`src/rtl/cpu_branch_pkg.sv`:
```
// Shared types for the branch resolution stage: branch kinds, condition codes
// and the redirect/flush FSM state encoding.
package cpu_branch_pkg;

  localparam int unsigned STAT_W = 16;

  typedef enum logic [1:0] {
    BR_UNCOND = 2'b00,
    BR_COND   = 2'b01,
    BR_CBZ    = 2'b10,
    BR_CBNZ   = 2'b11
  } br_type_t;

  localparam logic [3:0] COND_EQ = 4'h0;
  localparam logic [3:0] COND_NE = 4'h1;
  localparam logic [3:0] COND_HS = 4'h2;
  localparam logic [3:0] COND_LO = 4'h3;
  localparam logic [3:0] COND_MI = 4'h4;
  localparam logic [3:0] COND_PL = 4'h5;
  localparam logic [3:0] COND_VS = 4'h6;
  localparam logic [3:0] COND_VC = 4'h7;
  localparam logic [3:0] COND_HI = 4'h8;
  localparam logic [3:0] COND_LS = 4'h9;
  localparam logic [3:0] COND_GE = 4'hA;
  localparam logic [3:0] COND_LT = 4'hB;
  localparam logic [3:0] COND_GT = 4'hC;
  localparam logic [3:0] COND_LE = 4'hD;
  localparam logic [3:0] COND_AL = 4'hE;
  localparam logic [3:0] COND_NV = 4'hF;

  typedef enum logic [1:0] {
    S_IDLE     = 2'b00,
    S_REDIRECT = 2'b01,
    S_FLUSH    = 2'b10
  } state_t;

endpackage

```
`src/rtl/cond_eval.sv`:
```
// Condition-code evaluator: maps a 4-bit condition and NZVC flags to taken.
// Ports: cond (condition code), n/z/v/c (flags), taken_c (combinational result).
module cond_eval
  import cpu_branch_pkg::*;
(
  input  logic [3:0] cond,
  input  logic       n,
  input  logic       z,
  input  logic       v,
  input  logic       c,
  output logic       taken_c
);

  always_comb begin
    taken_c = 1'b0;
    case (cond)
      COND_EQ: taken_c = z;
      COND_NE: taken_c = !z;
      COND_HS: taken_c = c;
      COND_LO: taken_c = !c;
      COND_MI: taken_c = n;
      COND_PL: taken_c = !n;
      COND_VS: taken_c = v;
      COND_VC: taken_c = !v;
      COND_HI: taken_c = c && !z;
      COND_LS: taken_c = !c || z;
      COND_GE: taken_c = (n == v);
      COND_LT: taken_c = (n != v);
      COND_GT: taken_c = !z && (n == v);
      COND_LE: taken_c = z || (n != v);
      COND_AL: taken_c = 1'b1;
      COND_NV: taken_c = 1'b1;
    endcase
  end

endmodule

```
`src/rtl/cond_branch_unit.sv`:
```
// Branch resolution stage: resolves B / B.cond / CBZ / CBNZ using forwarded
// or architectural NZVC flags, issues a one-cycle registered PC redirect and
// holds flush for FLUSH_DEPTH cycles to kill wrong-path instructions.
// Ports:
//   clk, reset_n                      clock, async active-low reset
//   br_valid, br_type, cond           branch in decode, kind, condition code
//   br_target                         computed branch target
//   reg_is_zero                       tested register is zero (CBZ/CBNZ)
//   ex_set_flags, alu_*               same-cycle flags from a flag-setting op in EX
//   curr_*                            architectural flags
//   redirect, redirect_pc             redirect strobe and target (pc holds)
//   flush, busy                       kill younger stages / FSM active
// Optional feature macro BRANCH_STATS_EN adds saturating taken_count and
// nottaken_count outputs.
module cond_branch_unit
  import cpu_branch_pkg::*;
#(
  parameter int unsigned ADDR_W      = 64,
  parameter int unsigned FLUSH_DEPTH = 2
) (
  input  logic              clk,
  input  logic              reset_n,
  input  logic              br_valid,
  input  logic [1:0]        br_type,
  input  logic [3:0]        cond,
  input  logic [ADDR_W-1:0] br_target,
  input  logic              reg_is_zero,
  input  logic              ex_set_flags,
  input  logic              alu_negative,
  input  logic              alu_zero,
  input  logic              alu_overflow,
  input  logic              alu_carryout,
  input  logic              curr_negative,
  input  logic              curr_zero,
  input  logic              curr_overflow,
  input  logic              curr_carryout,
  output logic              redirect,
  output logic [ADDR_W-1:0] redirect_pc,
  output logic              flush,
  output logic              busy
`ifdef BRANCH_STATS_EN
  ,
  output logic [STAT_W-1:0] taken_count,
  output logic [STAT_W-1:0] nottaken_count
`endif
);

  localparam int unsigned    CNT_W      = $clog2(FLUSH_DEPTH + 1);
  localparam logic [CNT_W-1:0] FLUSH_INIT = CNT_W'(FLUSH_DEPTH - 1);

  state_t            state_q, state_d;
  logic [CNT_W-1:0]  cnt_q, cnt_d;
  logic [ADDR_W-1:0] pc_d;
  logic              redirect_d, flush_d;
  logic              eff_n, eff_z, eff_v, eff_c;
  logic              cond_taken_c, br_taken_c;
  br_type_t          br_kind;

  // Forwarding: a flag-setting op in EX overrides the architectural flags.
  always_comb begin
    eff_n = ex_set_flags ? alu_negative : curr_negative;
    eff_z = ex_set_flags ? alu_zero     : curr_zero;
    eff_v = ex_set_flags ? alu_overflow : curr_overflow;
    eff_c = ex_set_flags ? alu_carryout : curr_carryout;
  end

  cond_eval u_cond_eval (
    .cond    (cond),
    .n       (eff_n),
    .z       (eff_z),
    .v       (eff_v),
    .c       (eff_c),
    .taken_c (cond_taken_c)
  );

  // Taken decision per branch kind.
  always_comb begin
    br_kind    = br_type_t'(br_type);
    br_taken_c = 1'b0;
    case (br_kind)
      BR_UNCOND: br_taken_c = 1'b1;
      BR_COND:   br_taken_c = cond_taken_c;
      BR_CBZ:    br_taken_c = reg_is_zero;
      BR_CBNZ:   br_taken_c = !reg_is_zero;
    endcase
  end

  // State and registered outputs.
  always_ff @(posedge clk or negedge reset_n) begin
    if (!reset_n) begin
      state_q     <= S_IDLE;
      cnt_q       <= '0;
      redirect    <= 1'b0;
      redirect_pc <= '0;
      flush       <= 1'b0;
      busy        <= 1'b0;
    end else begin
      state_q     <= state_d;
      cnt_q       <= cnt_d;
      redirect    <= redirect_d;
      redirect_pc <= pc_d;
      flush       <= flush_d;
      busy        <= flush_d;
    end
  end

  // Next state; outputs are computed for the upcoming cycle so they register cleanly.
  always_comb begin
    state_d    = state_q;
    cnt_d      = cnt_q;
    redirect_d = 1'b0;
    pc_d       = redirect_pc;
    case (state_q)
      S_IDLE: begin
        if (br_valid && br_taken_c) begin
          state_d    = S_REDIRECT;
          redirect_d = 1'b1;
          pc_d       = br_target;
        end
      end
      S_REDIRECT: begin
        cnt_d   = FLUSH_INIT;
        state_d = (FLUSH_INIT != '0) ? S_FLUSH : S_IDLE;
      end
      S_FLUSH: begin
        cnt_d = cnt_q - CNT_W'(1);
        if (cnt_d == '0) state_d = S_IDLE;
      end
      default: state_d = S_IDLE;
    endcase
    flush_d = (state_d != S_IDLE);
  end

`ifdef BRANCH_STATS_EN
  // Saturating outcome counters for branches accepted in IDLE.
  always_ff @(posedge clk or negedge reset_n) begin
    if (!reset_n) begin
      taken_count    <= '0;
      nottaken_count <= '0;
    end else if (state_q == S_IDLE && br_valid) begin
      if (br_taken_c) begin
        if (taken_count != '1) taken_count <= taken_count + STAT_W'(1);
      end else begin
        if (nottaken_count != '1) nottaken_count <= nottaken_count + STAT_W'(1);
      end
    end
  end
`endif

endmodule
```
`config.mk`:
```
export PLATFORM = sky130hd
export DESIGN_NAME = cond_branch_unit
export DESIGN_NICKNAME = d
export VERILOG_FILES = /design/src/rtl/cpu_branch_pkg.sv /design/src/rtl/cond_eval.sv /design/src/rtl/cond_branch_unit.sv
export SDC_FILE = /design/constraint.sdc
export NUM_CORES = 1
export LEC_CHECK = 0
export BUFFER_PORTS_ARGS = -buffer_cell sky130_fd_sc_hd__buf_2
export CAP_MARGIN = 20
export CORE_MARGIN = 2
export CORE_UTILIZATION = 40
export CTS_CLUSTER_SIZE = 14
export DETAILED_ROUTE_END_ITERATION = 7
export HOLD_SLACK_MARGIN = 0.15
export PLACE_DENSITY = 0.68
export SKIP_LAST_GASP = 1
export SLEW_MARGIN = 30
export SYNTH_ARGS = -nofsm -noshare
export SYNTH_HDL_FRONTEND = slang
export SYNTH_SLANG_ARGS = --single-unit
export TNS_END_PERCENT = 100
```
`constraint.sdc`:
```
create_clock -name clk -period 2.4 [get_ports clk]
set_clock_uncertainty 0.15 [all_clocks]
set_input_delay 0.12 -clock clk [delete_from_list [all_inputs] [get_ports clk]]
set_output_delay 0.12 -clock clk [all_outputs]
set_load 0.02 [all_outputs]
```
After elaboration in Yosys (flattened, before gate mapping)
Index checks and enable logic that the tools add are counted.

ROM bits: 0. RAM bits: 0. Register bits: 70. Latch bits: 0. Bits of input ports: 83. Memories: 0. Output and inout bits: 67.

Shift operators: 0. Reduce and logical (&&, ||, !) cells: 18. $mul: 0. Bitwise gates (word level): 0. Multiplexer cells: 12. Magnitude comparators: 0. Eq/ne operators: 22. Add/subtract/negate cells: 1. Divide/modulo/power cells: 0.

Operator list (count): == test 4 bit, second input constant (8); == test 4 x 3 -> 1 bit, second input constant (4); one-hot mux 1 bit (15 select lines) (1); == test 4 x 2 -> 1 bit, second input constant (2); == test 2 bit, second input constant (3); zero test 2 bit (3); two-way mux 1 bit (6); one-hot mux 2 bit (3 select lines) (1); zero test 1 bit (5); == test 2 x 1 -> 1 bit, second input constant (2); == test 4 x 1 -> 1 bit, second input constant (1); zero test 4 bit (1); two-way mux 2 bit (2); one-hot mux 1 bit (4 select lines) (1); one-hot mux 2 bit (2 select lines) (1); nonzero test 2 bit (2); logical AND 1 bit (3); logical OR 1 bit (2); AND reduction 2 bit (1); OR reduction 2 bit (1); subtractor 2 x 1 -> 2 bit, second input constant (1); == test 1 bit (1); inequality test 1 bit (1).

Depth between registers and ports, before layout
Gate-level depths: netlist of the first run.

Depth after elaboration: 9. Gate-level depth with buffers: 9. Depth with buffers taken out: 6.

Hierarchy
A second synthesis of the first run with hierarchy kept.

Cells, all modules: 202. Area total of the unflattened synthesis: 3210.6 µm².

By module, submodules not included: cond_branch_unit (instances 1, cells each 173, area an instance 3009.1 µm²); cond_eval (instances 1, cells each 29, area an instance 201.4 µm²).

Worst setup path after synthesis of the first run
Ideal clock, no wire load.

Path type: input -> register. Start point: in ex_set_flags. End point: reg redirect_pc[21]. Buffers on the path: 3. Arrival: 2.092 ns. Library setup time: 0.125 ns. Data required time: 2.125 ns. Stages: 8. Slack: 0.033 ns. Path through: buf_2 > mux4_2 > or3_1 > and4_4 > a31oi_4 > buf_12 > buf_12 > mux2_4.

Longest elaborated chain between the ends: 7.

RTL lines: start: declaration (line cond_branch_unit.sv:28) `input logic ex_set_flags,`; two-way mux 1 bit (on tied branches); inequality test 1 bit (tied with other cells) (line cond_eval.sv:28, cond_eval.sv:30); logical OR 1 bit (tied with other cells) (line cond_eval.sv:30) `COND_LE: taken_c = z || (n != v);`; one-hot mux 1 bit (15 select lines) (*) (line cond_eval.sv:16) `case (cond)`; one-hot mux 1 bit (4 select lines) (*) (line cond_branch_unit.sv:80) `case (br_kind)`; logical AND 1 bit (*) (line cond_branch_unit.sv:115) `if (br_valid && br_taken_c) begin`; AND reduction 2 bit (no source line) (*); end signal: assignment (line cond_branch_unit.sv:101) `redirect_pc <= pc_d;`; end: declaration (line cond_branch_unit.sv:38) `output logic [ADDR_W-1:0] redirect_pc,`.

Every way passes the cells marked *; elsewhere a longest branch is shown, timed or not. A chain may end at the register's enable or synchronous reset.

Worst setup path after layout of the first run
Start point: reg state_q[0]. End point: reg redirect_pc[8].

Longest elaborated chain between the ends: 2.

RTL lines: start: declaration (line cond_branch_unit.sv:51) `state_t state_q, state_d;`; start signal: assignment (line cond_branch_unit.sv:98) `state_q <= state_d;`; zero test 2 bit (line cond_branch_unit.sv:113) `case (state_q)`; AND reduction 2 bit (no source line).

No other way between the ends.

==> results of run 1 <==
-- layout make-up --
| cell class | count | area (um^2) | area share |
|---|---|---|---|
| multi-input cells | 123 | 1380 | 0.276 |
| clock buffers | 11 | 141 | 0.0283 |
| inverters | 3 | 11.3 | 0.00225 |
| flip-flops and latches | 70 | 1750 | 0.351 |
| clock inverters | 5 | 58.8 | 0.0118 |
| well taps | 105 | 131 | 0.0263 |
| repair buffers | 226 | 1520 | 0.305 |
-- worst max-delay path by stage --
| stage | endpoint | slack [ns] | start | cells past startpoint |
|---|---|---|---|---|
| global placement | redirect_pc[8] | -0.14 | alu_negative | 8 |
| finish | redirect_pc[8] | 0.14 | state_q[0] | 7 |
| global route | redirect_pc[8] | 0.03 | state_q[0] | 7 |
| floorplan | redirect_pc[21] | 0.03 | ex_set_flags | 8 |
| detailed placement | redirect_pc[8] | -0.16 | alu_negative | 8 |
| CTS | redirect_pc[8] | 0.15 | state_q[0] | 7 |
-- stage by stage --
step	cell area, um^2	hold slack, ns	util	total power, mW	setup WS [ns]
final	5000	0.229	0.618	5.89	0.137
after detailed placement	4150	0.0285	0.512	4.82	-0.157
after CTS	5000	0.203	0.618	5.87	0.147
after floorplan	3300	-0.326	-	3.99	0.0333
after global placement	4150	0.0182	0.512	4.75	-0.142
after global routing	5000	0.272	0.618	6.21	0.0275
-- worst max-delay path, cell delays in order (launching register included) --
cell and delay [ns]:
dfrtp_1 0.40, inv_1 0.12, ha_1 0.21, nand4b_1 0.12, o21a_1 0.24, a31oi_4 0.25
buf_12 0.29, mux2_2 0.36
-- flip-flops by register name (all words and copies together) (netlist names) --
signal	cells
busy	1
cnt_q	2
redirect	1
redirect_pc	64
state_q	2
-- metal layers --
layer	wire, um	vias up	GRT usage
li1	-	1193	-
met1	3570	1226	0.230
met2	4200	101	0.316
met3	694	10	0.0543
met4	112	0	0.0531
met5	0	-	0
-- logic make-up (layout without fill, tap and decap cells) --
group | count (synthesis) | in the layout | share of synthesized area
compound gates | 17 | 17 | 0.0372
xor+xnor | 3 | 3 | 0.00797
fa+ha+maj | 4 | 4 | 0.0152
buf+inv | 15 | 245 | 0.0508
flops | 70 | 70 | 0.531
mux | 72 | 72 | 0.304
simple gates | 27 | 27 | 0.0539
-- what timing repair did --
action | in CTS | in global routing
hold endpoints to repair | 119 | 0
gates resized for setup | 0 | 0
hold buffers | 65 | 0
-- cells in the final DEF (no fill, tap or decap), drive strengths merged, types with 3 or more instances in the layout --
master / synthesis / final
buf: 11 / 161
nand2: 3 / 3
inv: 3 / 3
dlygate4sd3: 0 / 65
o21ai: 7 / 7
nor2: 3 / 3
nand3: 4 / 4
nor2b: 3 / 3
dfrtp: 70 / 70
mux2i: 3 / 3
o21a: 3 / 3
xnor2: 3 / 3
ha: 4 / 4
clkbuf: 1 / 11
mux2: 68 / 68
-- power breakdown --
part | leakage, nW | switching, mW | total, mW | internal, mW
clock network | 0.0955 | 0.439 | 0.948 | 0.509
logic | 1.51 | 1.47 | 2.85 | 1.38
registers | 0.831 | 0.327 | 2.09 | 1.77
total | 2.44 | 2.23 | 5.89 | 3.66
==> flow_summary.ini, run 1 <==
[global_routing]
grt_pass1_wl_mm = 12.8
grt_max_degree = 45
antenna_found_initial = 0
grt_use_total = 0.186
gr-total-overflow = 0
grt_pass1_vias = 2494

[place]
routabilityCongestion = 0.780
port_buffers = 149
dp_cells = 462
post-dp-hpwl_mm = 5.26

[worst_setup_path]
required_ns = 2.46
r2r-start = state_q[0]
crit_type = flop to flop
arrival_ns = 2.32
rr_endpoint = redirect_pc[8]
crit_fanout = 33
r2r_setup_slack_ns = 0.14
rr_worst_depth = 7
end_kind = flop
worst_setup_path_start_kind = flop

[sta]
fin_crit_ns = 2.26
setup-violations-final = 0
fin_crit_sh = 0.943
tightestPinTransition_ns = 0.648
max_slew_margin = 0.568
drv_slew = 0
fmax_ghz = 0.442
setup_tns_ns = 0
hold_viol = 0
rsz0062_at_grt = false

[cts]
path_clk_slew_ns = 0.09
root_buffer = clkbuf_8
cts_buffers = 9
htreeDepth = 3
clockBufferDepth = 2
cts_tree = done
worstSkewPairLatency_ns = 0.32
post-cts-setup-buffers = 0
cts_sinks = 70

[route]
drt_iter0_markers = 33
vias = 2530
wl_mm = 8.57
ant_nets = 0
drt-wirelength-per-cell_um = 15.8
vias_per_cell = 4.66
dr.pass1.iters = 5
route.detailed.drc = 0

[synthesis]
yosys.area.top_type = dfrtp_1
synth_top_flop_cell = dfrtp_1
yosys_warnings = 0
synth_edf_count = 0
synth_most_common_cell = dfrtp_1
avgSynthCellArea_um2 = 15.9
syn_area_um2 = 3300
syn_inst = 208
netlist-cell-type-count = 35
syn-num-nets = 295
ys_async_sr_fraction = 1.00
synth.area.top_cells = dfrtp_1, mux2_4, mux2_2, buf_12, ha_1
synth.top_cell.area_share = 0.531
synth_common_cells = dfrtp_1, mux2_4, mux2_2, o21ai_0, buf_12
seq_area_frac_synth = 0.531
synth-seq-cells = 70

[die]
ios = 150
initial_core_util = 0.408
fp-row-count = 33
die_h_um = 94.8
die_x_um = 94.8
core_um2 = 8090
die-area_um2 = 8990

[power_and_ir_drop]
peakVddDrop_v = 0.000448
power_density_nw_per_um2 = 1180
leakagePower_nw = 2.44

[layout]
fin_nets = 520
num_antenna_cells = 0
area_growth_pct = 51.5
layout.cells.non_filler = 543
fillers = 621
drive_gt1_frac = 0.564

[worst_hold_path]
hp-class = input port to async pin

[job]
maxCapViolations = 0

[outcome]
status = complete, no violations
Power figures use the tool's default switching activity.
==> run 2: changes to the inputs <==
ABC_AREA = 1   (was not set)
PLACE_DENSITY = 0.69   (was 0.68)
==> run 2 against run 1 <==
Effect of this change: fmax is 31% higher; synthesized cell count is 84% higher; die area is 4.4% lower; setup slack better by 0.54 ns; critical path depth is 2 higher; combinational power is 16% lower; synthesized area is 4.6% lower; highest routed layer unchanged; design area is 4.5% lower; worst hold slack better by 0.0055 ns.
==> flow_summary.ini, run 2 <==
[cts]
worstSkewPairLatency_ns = 0.33
cts_sinks = 70
root_buffer = clkbuf_8
htreeDepth = 3
cts_buffers = 9
cts_tree = done
path_clk_slew_ns = 0.08
clockBufferDepth = 2

[sta]
max_slew_margin = 0.517
hold_viol = 0
setup-violations-final = 0
post-route-worst-setup-slack_ns = 0.678
setup_tns_ns = 0
drv_slew = 0
rsz0062_at_grt = false
tightestPinTransition_ns = 0.725
fmax_ghz = 0.581
fin_crit_ns = 1.72
fin_crit_sh = 0.718

[route]
dr.pass1.iters = 4
drt_iter0_markers = 122
ant_nets = 0
wl_mm = 8.64
vias_per_cell = 4.50
drt-wirelength-per-cell_um = 12.3
vias = 3167
route.detailed.drc = 0

[power_and_ir_drop]
p_switching_mw = 2.29
power.total_mw = 5.34
p_seq_frac = 0.375
leakagePower_nw = 2.77
p_sw_frac = 0.429
p_int_mw = 3.05
clkPwrFrac = 0.180
p_comb_frac = 0.445
peakVddDrop_v = 0.000634
power_density_nw_per_um2 = 1120

[place]
dp_cells = 623
post-dp-hpwl_mm = 5.52
routabilityCongestion = 0.883
place_ws_ns = 0.379
port_buffers = 149
place_area_um2 = 3920

[worst_setup_path]
path_common_cell = nand2_1
crit_chain = inv_1, ha_1, nand3b_1, inv_1, nand2_2, buf_4, nand2_1, nand2_1, nand2_1
worst_path_largest_cell_delay_ns = 0.37
crit_fanout = 37
worst_setup_path_start_kind = flop
cpLargestDelayFamily = buffers and inverters
crit_type = flop to flop
crit_buf_inv = 3
required_ns = 2.48
crit_slowest_cell = dfrtp_1
arrival_ns = 1.80
end_kind = flop

[layout]
largest_reg_flops = 64
reg.largest.list = redirect_pc x64, cnt_q x2, state_q x2
num_antenna_cells = 0
regMostFlops = redirect_pc
final_cell_mix = nand2_1, buf_2, dfrtp_1, dlygate4sd3_1
area_growth_pct = 51.8
stdcell_area_um2 = 4770
drive_gt1_frac = 0.322
fin_nets = 684
final_common_cell = nand2_1
layout.cells.non_filler = 704

[synthesis]
avgSynthCellArea_um2 = 8.23
synth-seq-cells = 70
syn_area_um2 = 3150
netlist-cell-type-count = 19
synth_top_flop_cell = dfrtp_1
seq_area_frac_synth = 0.557
synth.top_cell.area_share = 0.557
syn_inst = 382
synth.area.top_cells = dfrtp_1, nand2_1, nand2_2, inv_1, nand3_1
synth_most_common_cell = nand2_1
yosys_warnings = 0
ys_async_sr_fraction = 1.00
yosys.area.top_type = dfrtp_1
syn-num-nets = 469
synth_edf_count = 0
synth_common_cells = nand2_1, dfrtp_1, inv_1, nand2_2, nand3_1

[job]
maxCapViolations = 0

[outcome]
status = complete, no violations

[die]
fp-row-count = 32
initial_core_util = 0.409
die_h_um = 92.7
ios = 150
die-area_um2 = 8590
die_x_um = 92.7
core_um2 = 7690

[global_routing]
grt_pass1_wl_mm = 14.1
grt_pass1_vias = 3160
gr-total-overflow = 0
grt_max_degree = 40
antenna_found_initial = 0
grt_use_total = 0.207

[worst_hold_path]
hp-class = input port to async pin
run 2: cell types whose count changed in the layout (fill, tap and decap cells not counted), sizes merged, moves of 7 or more:
| cell | before | now |
|---|---|---|
| nand3 | 4 | 13 |
| mux2 | 68 | 0 |
| inv | 3 | 25 |
| nand2 | 3 | 233 |
| buf | 161 | 154 |
| nor2 | 3 | 12 |
run 2: cells by family after synthesis:
group	synth area share
AOI/OAI and AO/OA	0.0143
adders and majority gates	0.0159
DFF	0.557
and+or+nand+nor	0.335
buffers and inverters	0.0780
run 2: metal layers:
| metal | wire, um | GRT usage | share of wire | vias up |
|---|---|---|---|---|
| li1 | - | - | - | 1572 |
| met1 | 3410 | 0.234 | 0.39 | 1457 |
| met2 | 4480 | 0.373 | 0.52 | 120 |
| met3 | 547 | 0.0448 | 0.063 | 18 |
| met4 | 210 | 0.0919 | 0.024 | 0 |
| met5 | 0 | 0 | 0 | - |
run 2: layout make-up:
class,instances,area [um^2]
multi-input cells,272,1150
repair buffers,219,1450
flip-flops and latches,70,1750
well taps,102,128
inverters,25,93.8
clock inverters,6,68.8
fillers,653,2910
clock buffers,10,138
run 2: path summary, 6_finish.rpt:
path | startpoint | to | slack, ns | cells after the start
setup / recovery | state_q[0] | busy | 0.68 | 9
hold reg to reg | redirect_pc[29] | redirect_pc[29] | 0.33 | 2
min in group clk | br_valid | redirect | 0.29 | 6
hold / removal | reset_n | redirect_pc[39] | 0.23 | 2
setup reg to reg | state_q[0] | busy | 0.68 | 9
max in group asynchronous | reset_n | state_q[0] | 1.21 | 3
run 2: through the flow:
step	hold WS (ns)	utilization
after floorplan	-0.326	-
after global placement	0.0686	0.510
after detailed placement	0.0616	0.510
after CTS	0.220	0.621
after global routing	0.283	0.621
final	0.235	0.621
run 2: worst register-to-register path, delay by kind of cell (launching register included):
kind                       cells  cell delay, ns
DFF                            1            0.37
adders and majority gates      1            0.22
buffers and inverters          3            0.47
and+or+nand+nor                5            0.42
run 2: timing repair:
item | CTS | global route
hold endpoints to repair | 95 | 0
gates resized for setup | 0 | 0
buffers inserted | 0 | 0
hold buffers | 65 | 0
run 2: power by group through the flow:
stage	Clock (mW)	Sequential (mW)	Combinational [mW]
after floorplan	0	2.65	0.888
after global placement	0	1.99	2.24
after detailed placement	0	2.01	2.29
after CTS	0.994	2.00	2.37
after global routing	1.03	2.07	2.63
final	0.959	2.00	2.38
==> run 3: changes to the inputs <==
ABC_AREA = 0   (was 1)
PLACE_DENSITY = 0.68   (was 0.69)
clock period = 1.6 ns   (was 2.4 ns; I/O delays follow)
==> run 3 against run 2 <==
Effect of this change: the run now ends with setup timing left; sequential power grew 58%; combinational power grew 100%; first-iteration DRC count shrank 60%; global-route usage shrank 1.1 points; sequential share of layout area shrank 4.1 points; worst hold slack lost 0.064 ns; total power grew 76%; via count shrank 15%; register-to-register slack lost 1.2 ns; design area grew 13%.
==> flow_summary.ini, run 3 (synthesized netlist as in run 1, its figures left out) <==
[place]
routabilityCongestion = 0.802
post-dp-hpwl_mm = 5.52
place_area_um2 = 4320
port_buffers = 149

[outcome]
violations = setup timing
status = finished, violations left

[sta]
post-route-worst-setup-slack_ns = -0.504
fmax_ghz = 0.475
hold_viol = 0
fin_crit_sh = 1.32
rsz0062_at_grt = true
whs_ns = 0.171
setup-violations-final = 67
tightestPinTransition_ns = 0.469
drv_slew = 0
max_slew_margin = 0.687
fin_crit_ns = 2.10

[worst_setup_path]
arrival_ns = 2.19
path_common_cell = buf_12
crit_fanout = 10
crit_type = flop to flop
crit_chain = inv_2, ha_4, nand4b_1, o21a_1, a31oi_4, buf_12, buf_12, mux2_4
required_ns = 1.68
crit_slowest_cell = dfrtp_1
r2r_setup_slack_ns = -0.50
worst_setup_path_start_kind = flop
worst_path_largest_cell_delay_ns = 0.39
end_kind = flop

[route]
drt-wirelength-per-cell_um = 15.9
wl_mm = 9.03
route.detailed.drc = 0
ant_nets = 0
dr.pass1.iters = 4
drt_iter0_markers = 49
vias = 2695
vias_per_cell = 4.74

[cts]
worstSkewPairLatency_ns = 0.34
path_clk_slew_ns = 0.08
clockBufferDepth = 2
root_buffer = clkbuf_8
cts_sinks = 70
cts_tree = done
cts_buffers = 9
htreeDepth = 3

[global_routing]
grt_use_total = 0.196
grt_pass1_wl_mm = 13.2
gr-total-overflow = 0
grt_max_degree = 39
antenna_found_initial = 0
grt_pass1_vias = 2712

[power_and_ir_drop]
power_density_nw_per_um2 = 1750
leakagePower_nw = 2.65
peakVddDrop_v = 0.000787
power.total_mw = 9.41

[layout]
final_cell_mix = buf_2, dfrtp_1, dlygate4sd3_1, mux2_4, buf_4
regMostFlops = redirect_pc
fillers = 614
stdcell_area_um2 = 5370
area_growth_pct = 62.9
largest_reg_flops = 64
reg.largest.list = redirect_pc x64, cnt_q x2, state_q x2
seqCellArea_um2 = 1750
multiInputGateArea_um2 = 1460
drive_gt1_frac = 0.600
final_common_cell = buf_2
fin_nets = 544

[die]
core_um2 = 8090
die_x_um = 94.8
initial_core_util = 0.408
ios = 150
fp-row-count = 33
die_h_um = 94.8
die-area_um2 = 8990

[worst_hold_path]
hp-class = input port to flop

[job]
maxCapViolations = 0
[run 3: worst max-delay path: cells and delay by family, from the launching register on]
kind,cells,cell delay [ns]
buffers and inverters,3,0.42
AND/OR/NAND/NOR,1,0.10
AO/OA/AOI/OAI,2,0.47
multiplexers,1,0.31
adder cells (fa/ha/maj),1,0.15
flip-flops,1,0.39
[run 3: path summary, 6_finish.rpt]
path / endpoint / cells after the start / startpoint
setup reg to reg: redirect_pc[1] / 8 / state_q[0]
hold / removal: state_q[0] / 5 / br_valid
min in group asynchronous: redirect_pc[34] / 3 / reset_n
hold reg to reg: redirect_pc[10] / 1 / redirect_pc[10]
max in group asynchronous: redirect_pc[11] / 4 / reset_n
setup / recovery: redirect_pc[1] / 8 / state_q[0]
[run 3: layer usage]
metal / vias up / track usage / share of wire / wire, um
met5: - / 0 / 0 / 0
met4: 0 / 0.0737 / 0.016 / 144
met3: 14 / 0.0623 / 0.068 / 614
met2: 112 / 0.333 / 0.50 / 4560
met1: 1323 / 0.231 / 0.41 / 3710
li1: 1246 / - / - / -
[run 3: cell type report]
type	count	area share
Antenna cell	1	0.000466
Clock buffer	11	0.0282
Clock inverter	5	0.0105
Inverter	3	0.00210
Multi-Input combinational cell	123	0.272
Sequential cell	70	0.326
Tap cell	105	0.0244
Timing Repair Buffer	250	0.336
[run 3: where the power goes]
part	total, mW	leakage, nW	internal, mW	switching (mW)
registers	3.16	0.831	2.65	0.508
clock network	1.48	0.106	0.805	0.672
logic	4.78	1.71	2.48	2.29
[run 3: timing repair]
item,CTS,global route
setup buffers,4,4
pin swaps,2,1
endpoints found under the hold margin,134,0
setup endpoints to repair,67,67
cloned,1,0
hold buffers,66,0
gates resized for setup,25,5
[run 3: metrics by stage]
step | utilization | setup slack, ns | instances | TNS, ns
2_1_floorplan | - | -0.542 | 208 | -33.62
3_3_place_gp | 0.534 | -0.791 | 477 | -49.03
3_5_place_dp | 0.534 | -0.868 | 477 | -53.97
4_1_cts | 0.661 | -0.496 | 564 | -29.33
5_1_grt | 0.664 | -0.558 | 567 | -33.84
6_report | 0.664 | -0.504 | 568 | -30.23
